<file path="src/rtl/tour_cmd_seq_if.sv">
// Signal bundle between tour_cmd_seq and its neighbours (TourLogic, UART_wrapper, cmd_proc).
// The slave modport is the sequencer's view; master is the surrounding environment.
interface tour_cmd_seq_if;
  logic        start_tour;
  logic [7:0]  move;
  logic [4:0]  mv_indx;
  logic [15:0] cmd_UART;
  logic        cmd_rdy_UART;
  logic        clr_cmd_rdy_UART;
  logic [15:0] cmd;
  logic        cmd_rdy;
  logic        clr_cmd_rdy;
  logic        send_resp;
  logic [7:0]  resp;

  modport slave (
    input  start_tour, move, cmd_UART, cmd_rdy_UART, clr_cmd_rdy, send_resp,
    output mv_indx, clr_cmd_rdy_UART, cmd, cmd_rdy, resp
  );

  modport master (
    output start_tour, move, cmd_UART, cmd_rdy_UART, clr_cmd_rdy, send_resp,
    input  mv_indx, clr_cmd_rdy_UART, cmd, cmd_rdy, resp
  );
endinterface

</file>
<file path="src/rtl/tour_cmd_seq.sv">
// Turns each knight move of a precomputed tour into a vertical and a horizontal
// motion command for cmd_proc; passes UART commands straight through when idle.
module tour_cmd_seq #(
  parameter int         NUM_MOVES = 24,
  parameter logic [7:0] POS_ACK   = 8'hA5,
  parameter logic [7:0] INT_ACK   = 8'h5A
) (
  input logic          clk,
  input logic          rst,
  tour_cmd_seq_if.slave bus
);

  localparam logic [3:0] OP_MOVE    = 4'h2;
  localparam logic [3:0] OP_FANFARE = 4'h3;
  localparam logic [7:0] HDG_N      = 8'h00;
  localparam logic [7:0] HDG_W      = 8'h3F;
  localparam logic [7:0] HDG_S      = 8'h7F;
  localparam logic [7:0] HDG_E      = 8'hBF;
  localparam logic [4:0] LAST_IDX   = 5'(NUM_MOVES - 1);

  typedef enum logic [2:0] {IDLE, VERT, VERT_WAIT, HORZ, HORZ_WAIT} state_t;

  state_t     state_q, state_d;
  logic [4:0] mv_indx_q, mv_indx_d;

  logic        mv_ok;
  logic        dx_pos, dy_pos;
  logic [3:0]  dx_mag, dy_mag;
  logic [15:0] vert_cmd, horz_cmd;
  logic        last_mv;

  // Anything other than a single hot bit is an invalid move and aborts the tour.
  always_comb begin
    mv_ok  = 1'b1;
    dx_pos = 1'b0;
    dy_pos = 1'b0;
    dx_mag = 4'd0;
    dy_mag = 4'd0;
    case (bus.move)
      8'h01:   {dx_pos, dx_mag, dy_pos, dy_mag} = {1'b1, 4'd1, 1'b1, 4'd2};
      8'h02:   {dx_pos, dx_mag, dy_pos, dy_mag} = {1'b0, 4'd1, 1'b1, 4'd2};
      8'h04:   {dx_pos, dx_mag, dy_pos, dy_mag} = {1'b0, 4'd2, 1'b1, 4'd1};
      8'h08:   {dx_pos, dx_mag, dy_pos, dy_mag} = {1'b0, 4'd2, 1'b0, 4'd1};
      8'h10:   {dx_pos, dx_mag, dy_pos, dy_mag} = {1'b0, 4'd1, 1'b0, 4'd2};
      8'h20:   {dx_pos, dx_mag, dy_pos, dy_mag} = {1'b1, 4'd1, 1'b0, 4'd2};
      8'h40:   {dx_pos, dx_mag, dy_pos, dy_mag} = {1'b1, 4'd2, 1'b0, 4'd1};
      8'h80:   {dx_pos, dx_mag, dy_pos, dy_mag} = {1'b1, 4'd2, 1'b1, 4'd1};
      default: mv_ok = 1'b0;
    endcase
  end

  assign vert_cmd = {OP_MOVE,    dy_pos ? HDG_N : HDG_S, dy_mag};
  assign horz_cmd = {OP_FANFARE, dx_pos ? HDG_E : HDG_W, dx_mag};
  assign last_mv  = (mv_indx_q == LAST_IDX);

  always_comb begin
    state_d   = state_q;
    mv_indx_d = mv_indx_q;
    bus.cmd              = bus.cmd_UART;
    bus.cmd_rdy          = bus.cmd_rdy_UART;
    bus.clr_cmd_rdy_UART = bus.clr_cmd_rdy;
    bus.resp             = POS_ACK;

    if (state_q != IDLE) begin
      bus.cmd_rdy          = 1'b0;
      bus.clr_cmd_rdy_UART = 1'b0;
      bus.resp             = INT_ACK;
    end

    case (state_q)
      IDLE: begin
        if (bus.start_tour) begin
          state_d   = VERT;
          mv_indx_d = '0;
        end
      end
      VERT: begin
        bus.cmd     = vert_cmd;
        bus.cmd_rdy = mv_ok;
        if (!mv_ok) begin
          state_d   = IDLE;
          mv_indx_d = '0;
        end else if (bus.clr_cmd_rdy) begin
          state_d = VERT_WAIT;
        end
      end
      VERT_WAIT: begin
        bus.cmd = vert_cmd;
        if (bus.send_resp) state_d = HORZ;
      end
      HORZ: begin
        bus.cmd     = horz_cmd;
        bus.cmd_rdy = mv_ok;
        if (!mv_ok) begin
          state_d   = IDLE;
          mv_indx_d = '0;
        end else if (bus.clr_cmd_rdy) begin
          state_d = HORZ_WAIT;
        end
      end
      HORZ_WAIT: begin
        bus.cmd = horz_cmd;
        if (last_mv) bus.resp = POS_ACK;
        // mv_indx parks on the final index once the tour completes.
        if (bus.send_resp) begin
          if (last_mv) begin
            state_d = IDLE;
          end else begin
            state_d   = VERT;
            mv_indx_d = mv_indx_q + 5'd1;
          end
        end
      end
      default: state_d = IDLE;
    endcase
  end

  always_ff @(posedge clk) begin
    if (rst) begin
      state_q   <= IDLE;
      mv_indx_q <= '0;
    end else begin
      state_q   <= state_d;
      mv_indx_q <= mv_indx_d;
    end
  end

  assign bus.mv_indx = mv_indx_q;

endmodule

</file>
<file path="src/flat_wrapper.sv">
// flat-port wrapper written by rule: the top's interface ports become plain ports
module tour_cmd_seq_flat 
#(
  parameter int         NUM_MOVES = 24,
  parameter logic [7:0] POS_ACK   = 8'hA5,
  parameter logic [7:0] INT_ACK   = 8'h5A
)
  (clk, rst, bus_start_tour, bus_move, bus_cmd_UART, bus_cmd_rdy_UART, bus_clr_cmd_rdy, bus_send_resp, bus_mv_indx, bus_clr_cmd_rdy_UART, bus_cmd, bus_cmd_rdy, bus_resp);
  tour_cmd_seq_if bus_i ();
  input logic clk;
  input logic rst;
  input wire logic [$bits(bus_i.start_tour)-1:0] bus_start_tour;
  input wire logic [$bits(bus_i.move)-1:0] bus_move;
  input wire logic [$bits(bus_i.cmd_UART)-1:0] bus_cmd_UART;
  input wire logic [$bits(bus_i.cmd_rdy_UART)-1:0] bus_cmd_rdy_UART;
  input wire logic [$bits(bus_i.clr_cmd_rdy)-1:0] bus_clr_cmd_rdy;
  input wire logic [$bits(bus_i.send_resp)-1:0] bus_send_resp;
  output wire logic [$bits(bus_i.mv_indx)-1:0] bus_mv_indx;
  output wire logic [$bits(bus_i.clr_cmd_rdy_UART)-1:0] bus_clr_cmd_rdy_UART;
  output wire logic [$bits(bus_i.cmd)-1:0] bus_cmd;
  output wire logic [$bits(bus_i.cmd_rdy)-1:0] bus_cmd_rdy;
  output wire logic [$bits(bus_i.resp)-1:0] bus_resp;
  assign bus_i.start_tour = bus_start_tour;
  assign bus_i.move = bus_move;
  assign bus_i.cmd_UART = bus_cmd_UART;
  assign bus_i.cmd_rdy_UART = bus_cmd_rdy_UART;
  assign bus_i.clr_cmd_rdy = bus_clr_cmd_rdy;
  assign bus_i.send_resp = bus_send_resp;
  assign bus_mv_indx = bus_i.mv_indx;
  assign bus_clr_cmd_rdy_UART = bus_i.clr_cmd_rdy_UART;
  assign bus_cmd = bus_i.cmd;
  assign bus_cmd_rdy = bus_i.cmd_rdy;
  assign bus_resp = bus_i.resp;
  tour_cmd_seq #(.NUM_MOVES(NUM_MOVES), .POS_ACK(POS_ACK), .INT_ACK(INT_ACK)) u_core (.clk(clk), .rst(rst), .bus(bus_i));
endmodule
</file>
<file path="config.mk">
export PLATFORM = sky130hd
export DESIGN_NAME = tour_cmd_seq_flat
export DESIGN_NICKNAME = d
export VERILOG_FILES = /design/src/rtl/tour_cmd_seq_if.sv /design/src/rtl/tour_cmd_seq.sv /design/src/flat_wrapper.sv
export SDC_FILE = /design/constraint.sdc
export NUM_CORES = 1
export LEC_CHECK = 0
export BUFFER_PORTS_ARGS = -buffer_cell sky130_fd_sc_hd__buf_4
export CORE_ASPECT_RATIO = 0.75
export CORE_MARGIN = 10
export CORE_UTILIZATION = 40
export CTS_CLUSTER_SIZE = 8
export DETAILED_ROUTE_END_ITERATION = 10
export PLACE_DENSITY = 0.73
export SYNTH_ARGS = -nofsm -noshare
export SYNTH_HDL_FRONTEND = slang
export SYNTH_SLANG_ARGS = --single-unit
</file>
<file path="constraint.sdc">
create_clock -name clk -period 2.2 [get_ports clk]
set_clock_uncertainty 0.1 [all_clocks]
set_input_delay 0.22 -clock clk [delete_from_list [all_inputs] [get_ports clk]]
set_output_delay 0.22 -clock clk [all_outputs]
set_load 0.005 [all_outputs]
</file>
==> results of run 1 <==
[area by class of cell]
cell class | count | share of cell area [%]
Multi-Input combinational cell | 133 | 51.8
Clock buffer | 3 | 2.58
Timing Repair Buffer | 67 | 31.4
Sequential cell | 8 | 10.2
Tap cell | 36 | 2.81
Inverter | 5 | 1.17
[worst register-to-register path, cell delays in order (launching register included)]
cell	delay [ns]
dfxtp_1	0.43
ha_1	0.28
nand4b_1	0.24
and3_1	0.30
nor2_2	0.22
a22oi_1	0.13
a21oi_1	0.18
[state kept, by name (all words and copies together), names as in the netlist]
register and flops:
u_core.bus.mv_indx 5, u_core.state_q 3
[repair_timing]
action / CTS / global route
hold buffers: 0 / 0
endpoints found under the hold margin: 0 / 0
gates resized for setup: 0 / 4
endpoints found under the setup margin: 0 / 10
[power groups by stage]
stage	Sequential, mW	Clock, mW	Combinational, mW
floorplan	0.157	0	0.187
global placement	0.160	0	0.345
detailed placement	0.160	0	0.352
CTS	0.158	0.180	0.353
global route	0.160	0.188	0.391
finish	0.159	0.178	0.353
[per-stage QoR]
step	hold WS [ns]	std cells
detailed placement	0.356	249
global route	0.132	252
floorplan	0.308	164
finish	0.119	252
global placement	0.360	249
CTS	0.116	252
[cells by family after synthesis]
family	share of synthesized area [%]
multiplexers	1.91
buffers and inverters	12.2
AO/OA/AOI/OAI	29.6
XOR/XNOR	4.71
flip-flops	14.3
adder cells (fa/ha/maj)	1.12
AND/OR/NAND/NOR	36.1
[metal layers]
| metal | up-vias | share of wire, % | track usage [%] |
|---|---|---|---|
| met5 | - | 0 | 0 |
| met4 | 0 | 0.53 | 1.29 |
| met3 | 2 | 10 | 4.48 |
| met2 | 55 | 48 | 23.4 |
| met1 | 641 | 41 | 16.7 |
| li1 | 695 | - | - |
[synthesized netlist by cell type, types with 3 or more instances]
| cell type | instances |
|---|---|
| nand2_1 | 22 |
| o21ai_0 | 18 |
| nor2_1 | 15 |
| nand3_1 | 9 |
| dfxtp_1 | 8 |
| a21oi_1 | 6 |
| buf_4 | 6 |
| a22oi_1 | 5 |
| inv_1 | 5 |
| nor2b_1 | 5 |
| nor3_1 | 5 |
| buf_2 | 4 |
| clkbuf_1 | 4 |
| nor4b_1 | 4 |
| a31oi_1 | 3 |
| and3_1 | 3 |
| buf_6 | 3 |
| xnor2_1 | 3 |
| xor2_1 | 3 |
[path summary, 6_finish.rpt]
path / start / cells after the start / end / slack [ns]
worst max-delay path: u_core.bus.mv_indx[0] / 6 / bus_resp[0] / 0.17
worst min-delay path: rst / 2 / u_core.bus.mv_indx[0] / 0.12
worst max register to register: u_core.bus.mv_indx[0] / 6 / u_core.bus.mv_indx[4] / 0.23
worst min register to register: u_core.bus.mv_indx[4] / 2 / u_core.bus.mv_indx[4] / 0.45
==> results.json, run 1 <==
{
  "synth_warnings": 0,
  "path_delay_family": "simple AND/OR/NAND/NOR gates",
  "crit_top_cell": "nand2_1",
  "maxCapViolCount": 0,
  "fin_area_um2": 1600,
  "synth_cells": 164,
  "place.gp.congestion": 0.872,
  "synth-seq-cells": 8,
  "p_leak_nw": 0.700,
  "io_pins": 61,
  "pwr-share-clk_pct": 25.8,
  "core-area_um2": 2640,
  "syn_nets": 195,
  "fillers": 248,
  "drc": 0,
  "vias_per_cell": 5.53,
  "switching_share_pct": 34.4,
  "synth_area_leaders": "dfxtp_1 14%, o21ai_0 8.1%, nand2_1 7.4%, nor2_1 5.0%, nand3_1 4.0%",
  "worst_slew_pin_slew_ns": 0.501,
  "yosysTopAreaCell": "dfxtp_1",
  "dr.first_iter.drc_count": 123,
  "slew_headroom_pct": 66.4,
  "yosysSeqAreaShare_pct": 14.3,
  "wl_um": 3930,
  "antenna_cells": 0,
  "internal-power_mw": 0.453,
  "vdd_ir_drop_max_mv": 0.423,
  "final_core_util_pct": 60.6,
  "cts_tree": "done",
  "cts_buffers": 3,
  "cp-start-kind": "register",
  "fp.dieArea_um2": 5330,
  "cts_root_buf": "clkbuf_8",
  "clk_latency_ns": 0.23,
  "pre_cts_slack_ns": 0.179,
  "slew_viol_final": 0,
  "critPathBufInv": 2,
  "start_util_pct": 42.2,
  "switching_power_mw": 0.237,
  "hpwlAfterDp_um": 3130,
  "multi_input_area_um2": 830,
  "layout_commonest_cell": "buf_4",
  "status": "finished, final reports clean",
  "setup_ws_ns": 0.168,
  "areaGrowthSynthToFinish_pct": 43.4,
  "die_h_um": 65.7,
  "nNetsFinal": 249,
  "finalHoldViolCount": 0,
  "cts_setup_buffers": 0,
  "ys_async_sr_fraction_pct": 0,
  "synth_area_um2": 1120,
  "cts.path.max_buffers": 2,
  "synth_top_area_share_pct": 14.3,
  "sequentialPowerShare_pct": 23.0,
  "crit_type": "reg2out",
  "slowest_stage": "dfxtp_1",
  "seq_area_um2": 163,
  "fmax_mhz": 492,
  "rsz0062_at_grt": "no",
  "arrival_ns": 1.71,
  "mostFrequentLayoutCells": "67 x buf_4, 22 x nand2_1, 18 x o21ai_0",
  "required_ns": 1.88,
  "hold_class": "in2reg",
  "post_route_cells_drive_above_1_share_pct": 38.4,
  "synth_cell_types": 46,
  "setup_viol": 0,
  "clk_pin_slew_ns": 0.05,
  "crit_fanout": 5,
  "critPathMaxStageDelay_ns": 0.43,
  "io_buffers": 60,
  "p_total_mw": 0.691,
  "timing.final.crit_share_pct": 92.4,
  "ctsHtreeMaxLevel": 1,
  "cp_cell_sequence": "ha_1 -> nand4b_1 -> nand2_1 -> nand2_1 -> inv_1 -> buf_4",
  "numClockSinks": 8,
  "grt_max_degree": 31,
  "grt.total_usage_pct": 13.6,
  "routed-via-count": 1393,
  "grt_pass1_wl_um": 6040,
  "end_kind": "output port",
  "post_drt_wl_per_cell_um": 15.6,
  "yosys_most_used_dff": "dfxtp_1",
  "post_dp_cell_area_um2": 1550,
  "period_minus_slack_ns": 2.03,
  "grt_pass1_vias": 1237,
  "num_rows": 16,
  "grt_antenna_before_repair": 0,
  "p_per_area_nw_per_um2": 432,
  "tns_ns": 0,
  "ant_nets": 0,
  "avgSynthCellArea_um2": 6.81,
  "drtPass1Iterations": 6,
  "grt-ovfl-total": 0,
  "comb_power_share_pct": 51.2,
  "synth-edff-count": 0,
  "fp.dieW_um": 81.0
}
(Power assumes the default switching activity.)
==> run 2: changes to the inputs <==
Settings changed: MAX_ROUTING_LAYER from default to met4, SETUP_SLACK_MARGIN from default to 0.4.
Clock period 2.2 ns to 2.4 ns, I/O delays scaled along.
==> results.json, run 2 (synthesized netlist as in run 1, its figures left out) <==
{
  "status": "finished, final reports clean",
  "grt_antenna_before_repair": 0,
  "final_cell_count_no_fill": 263,
  "ctsHtreeMaxLevel": 1,
  "cts_buffers": 3,
  "wl_um": 4290,
  "vdd_ir_drop_max_mv": 0.211,
  "setup_viol": 0,
  "ant_nets": 0,
  "dr.first_iter.drc_count": 106,
  "grt_pass1_vias": 1316,
  "start_util_pct": 42.2,
  "io_buffers": 60,
  "comb_power_share_pct": 52.2,
  "sequentialPowerShare_pct": 22.6,
  "areaGrowthSynthToFinish_pct": 57.8,
  "layout_commonest_cell": "buf_4",
  "pre_cts_slack_ns": 0.330,
  "mostFrequentLayoutCells": "78 x buf_4, 22 x nand2_1, 18 x o21ai_0",
  "finalHoldViolCount": 0,
  "holdBufCountCts": 0,
  "setup_ws_ns": 0.387,
  "rsz0062_at_grt": "yes",
  "internal-power_mw": 0.437,
  "slew_viol_final": 0,
  "place.gp.congestion": 0.916,
  "dpl.cell_count": 248,
  "pwr-share-clk_pct": 25.1,
  "hold_class": "in2reg",
  "fp.dieW_um": 81.0,
  "p_total_mw": 0.675,
  "period_minus_slack_ns": 2.01,
  "switching_power_mw": 0.237,
  "p_leak_nw": 0.762,
  "grt_max_degree": 16,
  "post_route_cells_drive_above_1_share_pct": 46.7,
  "nNetsFinal": 260,
  "arrival_ns": 1.67,
  "p_per_area_nw_per_um2": 383,
  "num_rows": 16,
  "clk_pin_slew_ns": 0.05,
  "tns_ns": 0,
  "switching_share_pct": 35.2,
  "vias_per_cell": 5.59,
  "crit_type": "in2out",
  "post_drt_wl_per_cell_um": 16.3,
  "worst_slew_pin_slew_ns": 0.439,
  "crit_fanout": 8,
  "routed-via-count": 1470,
  "clk_latency_ns": 0.24,
  "die_h_um": 65.7,
  "cts.path.max_buffers": 2,
  "maxCapViolCount": 0,
  "grt-ovfl-total": 0,
  "fp.dieArea_um2": 5330,
  "cts_tree": "done",
  "core-area_um2": 2640,
  "fmax_mhz": 497,
  "grt.total_usage_pct": 15.0,
  "fillers": 227,
  "drtPass1Iterations": 4,
  "cts_root_buf": "clkbuf_8",
  "io_pins": 61,
  "drc": 0,
  "hpwlAfterDp_um": 3150,
  "cp-start-kind": "input pin",
  "grt_pass1_wl_um": 6370,
  "end_kind": "output port",
  "numClockSinks": 8,
  "timing.final.crit_share_pct": 83.9,
  "largest_reg_flops": 5,
  "antenna_cells": 0,
  "required_ns": 2.06,
  "r2r_setup_slack_ns": 0.66,
  "slew_headroom_pct": 70.5
}
-- run 2: cell count changes in the layout (fill, tap and decap cells not counted), sizes merged --
cell | before | now
clkinvlp | 0 | 1
inv | 5 | 4
buf | 67 | 78
-- run 2: final cells by class --
class	instances	area, um2	area share (%)
multi-input cells	133	893	50.7
repair buffers	78	586	33.2
flip-flops and latches	8	174	9.87
well taps	36	45.0	2.56
clock buffers	3	41.3	2.34
inverters	5	22.5	1.28
-- run 2: metrics by stage --
| stage | util [%] | hold WS [ns] | area [um2] |
|---|---|---|---|
| 5_1_grt | 66.7 | 0.149 | 1760 |
| 6_report | 66.7 | 0.140 | 1760 |
| 2_1_floorplan | - | 0.328 | 1120 |
| 3_5_place_dp | 58.2 | 0.381 | 1540 |
| 4_1_cts | 61.1 | 0.135 | 1620 |
| 3_3_place_gp | 58.2 | 0.379 | 1540 |
-- run 2: power by group through the flow --
stage               combinational, mW  clock [mW]  sequential (mW)
finish                          0.352       0.170            0.153
global route                    0.386       0.178            0.153
CTS                             0.319       0.172            0.152
detailed placement              0.315           0            0.153
global placement                0.307           0            0.152
floorplan                       0.171           0            0.144
-- run 2: worst max-delay path, stage by stage --
cell      delay, ns
buf_4          0.14
xor2_1         0.16
a211oi_2       0.34
nor2_2         0.11
mux2_4         0.27
a211o_1        0.26
buf_4          0.14
-- run 2: routing by layer --
| layer | global-route usage (%) | part of all wire (%) |
|---|---|---|
| met3 | 5.57 | 11 |
| met4 | 3.02 | 1.9 |
| met1 | 16.7 | 40 |
| met2 | 25.4 | 47 |
| met5 | - | 0 |
-- run 2: final timing paths --
kind	startpoint	endpoint	depth (start not counted)
max	bus_move[5]	bus_cmd[1]	7
min	rst	u_core.bus.mv_indx[0]	2
max reg2reg	u_core.bus.mv_indx[0]	u_core.bus.mv_indx[1]	6
min reg2reg	u_core.bus.mv_indx[0]	u_core.bus.mv_indx[0]	1
-- run 2: what timing repair did --
| action | 4_1_cts | 5_1_grt |
|---|---|---|
| setup buffers | 1 | 11 |
| resized for setup | 8 | 17 |
| setup endpoints to repair | 24 | 22 |
| pin swaps | 2 | 6 |
==> run 3: changes to the inputs <==
Settings changed: PLACE_DENSITY 0.73 to 0.76.
Clock period 2.4 ns to 1.7 ns, I/O delays scaled along.
==> results.json, run 3 (synthesized netlist as in run 1, its figures left out) <==
{
  "status": "finished with violations",
  "violations": "negative setup slack",
  "grt.total_usage_pct": 17.4,
  "clk_pin_slew_ns": 0.05,
  "slowest_stage": "nor4b_1",
  "holdBufCountCts": 0,
  "place.gp.congestion": 0.860,
  "grt_pass1_vias": 1540,
  "fp.dieW_um": 81.0,
  "dr.first_iter.drc_count": 253,
  "p_per_area_nw_per_um2": 519,
  "io_buffers": 60,
  "routed-via-count": 1731,
  "vias_per_cell": 6.05,
  "switching_power_mw": 0.413,
  "num_rows": 16,
  "nNetsFinal": 282,
  "period_minus_slack_ns": 1.98,
  "grt-ovfl-total": 0,
  "hpwlAfterDp_um": 3480,
  "antenna_cells": 0,
  "grt_max_degree": 14,
  "fmax_mhz": 506,
  "end_kind": "output port",
  "cts_buffers": 3,
  "grt_pass1_wl_um": 7350,
  "startpoint": "bus_move[2]",
  "final_core_util_pct": 82.0,
  "comb_power_share_pct": 59.3,
  "hold_class": "in2reg",
  "crit_type": "in2out",
  "io_pins": 61,
  "internal-power_mw": 0.712,
  "finalHoldViolCount": 0,
  "cp-start-kind": "input pin",
  "clk_latency_ns": 0.24,
  "start_util_pct": 42.2,
  "arrival_ns": 1.71,
  "drtPass1Iterations": 5,
  "required_ns": 1.43,
  "post_drt_wl_per_cell_um": 20.4,
  "setup_viol": 21,
  "pre_cts_slack_ns": -0.108,
  "post_route_cells_drive_above_1_share_pct": 59.6,
  "slew_headroom_pct": 71.7,
  "p_total_mw": 1.12,
  "ctsHtreeMaxLevel": 1,
  "mostFrequentLayoutCells": "77 x buf_4, 21 x buf_6, 19 x nand2_1",
  "crit_top_cell": "buf_4",
  "layout_commonest_cell": "buf_4",
  "pwr-share-clk_pct": 22.6,
  "setup_ws_ns": -0.276,
  "numClockSinks": 8,
  "switching_share_pct": 36.7,
  "critPathMaxStageDelay_ns": 0.43,
  "areaGrowthSynthToFinish_pct": 94.1,
  "p_leak_nw": 0.946,
  "crit_fanout": 4,
  "cp_cell_sequence": "buf_4 -> nor4b_1 -> a211o_1 -> a211oi_1 -> o21ai_1 -> o311a_1 -> buf_4",
  "cts_tree": "done",
  "wl_um": 5850,
  "holdWs_ns": 0.0710,
  "rsz0062_at_grt": "yes",
  "cts_root_buf": "clkbuf_8",
  "grt_antenna_before_repair": 0,
  "ant_nets": 0,
  "slew_viol_final": 0,
  "drc": 0,
  "timing.final.crit_share_pct": 116,
  "core-area_um2": 2640,
  "die_h_um": 65.7,
  "largest_reg_flops": 5,
  "vdd_ir_drop_max_mv": 0.400,
  "hold_path.startpoint": "rst",
  "maxCapViolCount": 0,
  "worst_slew_pin_slew_ns": 0.418,
  "tns_ns": -1.40,
  "cts.path.max_buffers": 2,
  "r2r-start": "u_core.state_q[0]",
  "fp.dieArea_um2": 5330,
  "sequentialPowerShare_pct": 18.1,
  "r2r_setup_slack_ns": -0.04
}
-- run 3: cell count changes in the layout (fill, tap and decap cells not counted), sizes merged --
cell and change:
buf +22, clkbuf +1, clkinvlp -1, inv +1
-- run 3: final timing paths --
| kind | end | cells after the start |
|---|---|---|
| min reg2reg | u_core.bus.mv_indx[0] | 1 |
| max reg2reg | u_core.bus.mv_indx[2] | 8 |
| min | u_core.bus.mv_indx[0] | 2 |
| max | bus_cmd[0] | 7 |
-- run 3: critical path, delay by kind of cell --
family | cells | cell delay (ns)
AO/OA/AOI/OAI | 4 | 0.85
buffers and inverters | 2 | 0.26
AND/OR/NAND/NOR | 1 | 0.43
-- run 3: final cells by class --
type	instances	area, um2
multi-input cells	133	1020
inverters	5	21.3
flip-flops and latches	8	180
fillers	153	477
clock buffers	4	45.0
well taps	36	45.0
repair buffers	100	850
-- run 3: stage by stage --
stage / cell area, um2 / cells
global placement: 1760 / 267
global route: 2170 / 286
detailed placement: 1760 / 267
floorplan: 1240 / 164
CTS: 1990 / 279
finish: 2170 / 286
-- run 3: repair_timing --
| action | 4_1_cts | 5_1_grt |
|---|---|---|
| pin swaps | 18 | 16 |
| buffers inserted | 8 | 7 |
| gates cloned | 0 | 0 |
| gates resized for setup | 36 | 32 |
| endpoints found under the setup margin | 34 | 34 |
| endpoints found under the hold margin | 0 | 0 |
-- run 3: power groups by stage --
stage          Clock, mW  Combinational (mW)  Sequential [mW]
6_report           0.254               0.667            0.203
4_1_cts            0.255               0.579            0.201
5_1_grt            0.262               0.708            0.204
3_5_place_dp           0               0.513            0.208
3_3_place_gp           0               0.499            0.207
2_1_floorplan          0               0.276            0.204
-- run 3: metal layers --
metal	GRT usage [%]	vias up	part of all wire, %
met3	5.03	46	12
met5	-	-	0
met4	4.53	0	5.1
met2	29.4	149	48
li1	-	762	-
met1	19.8	774	35
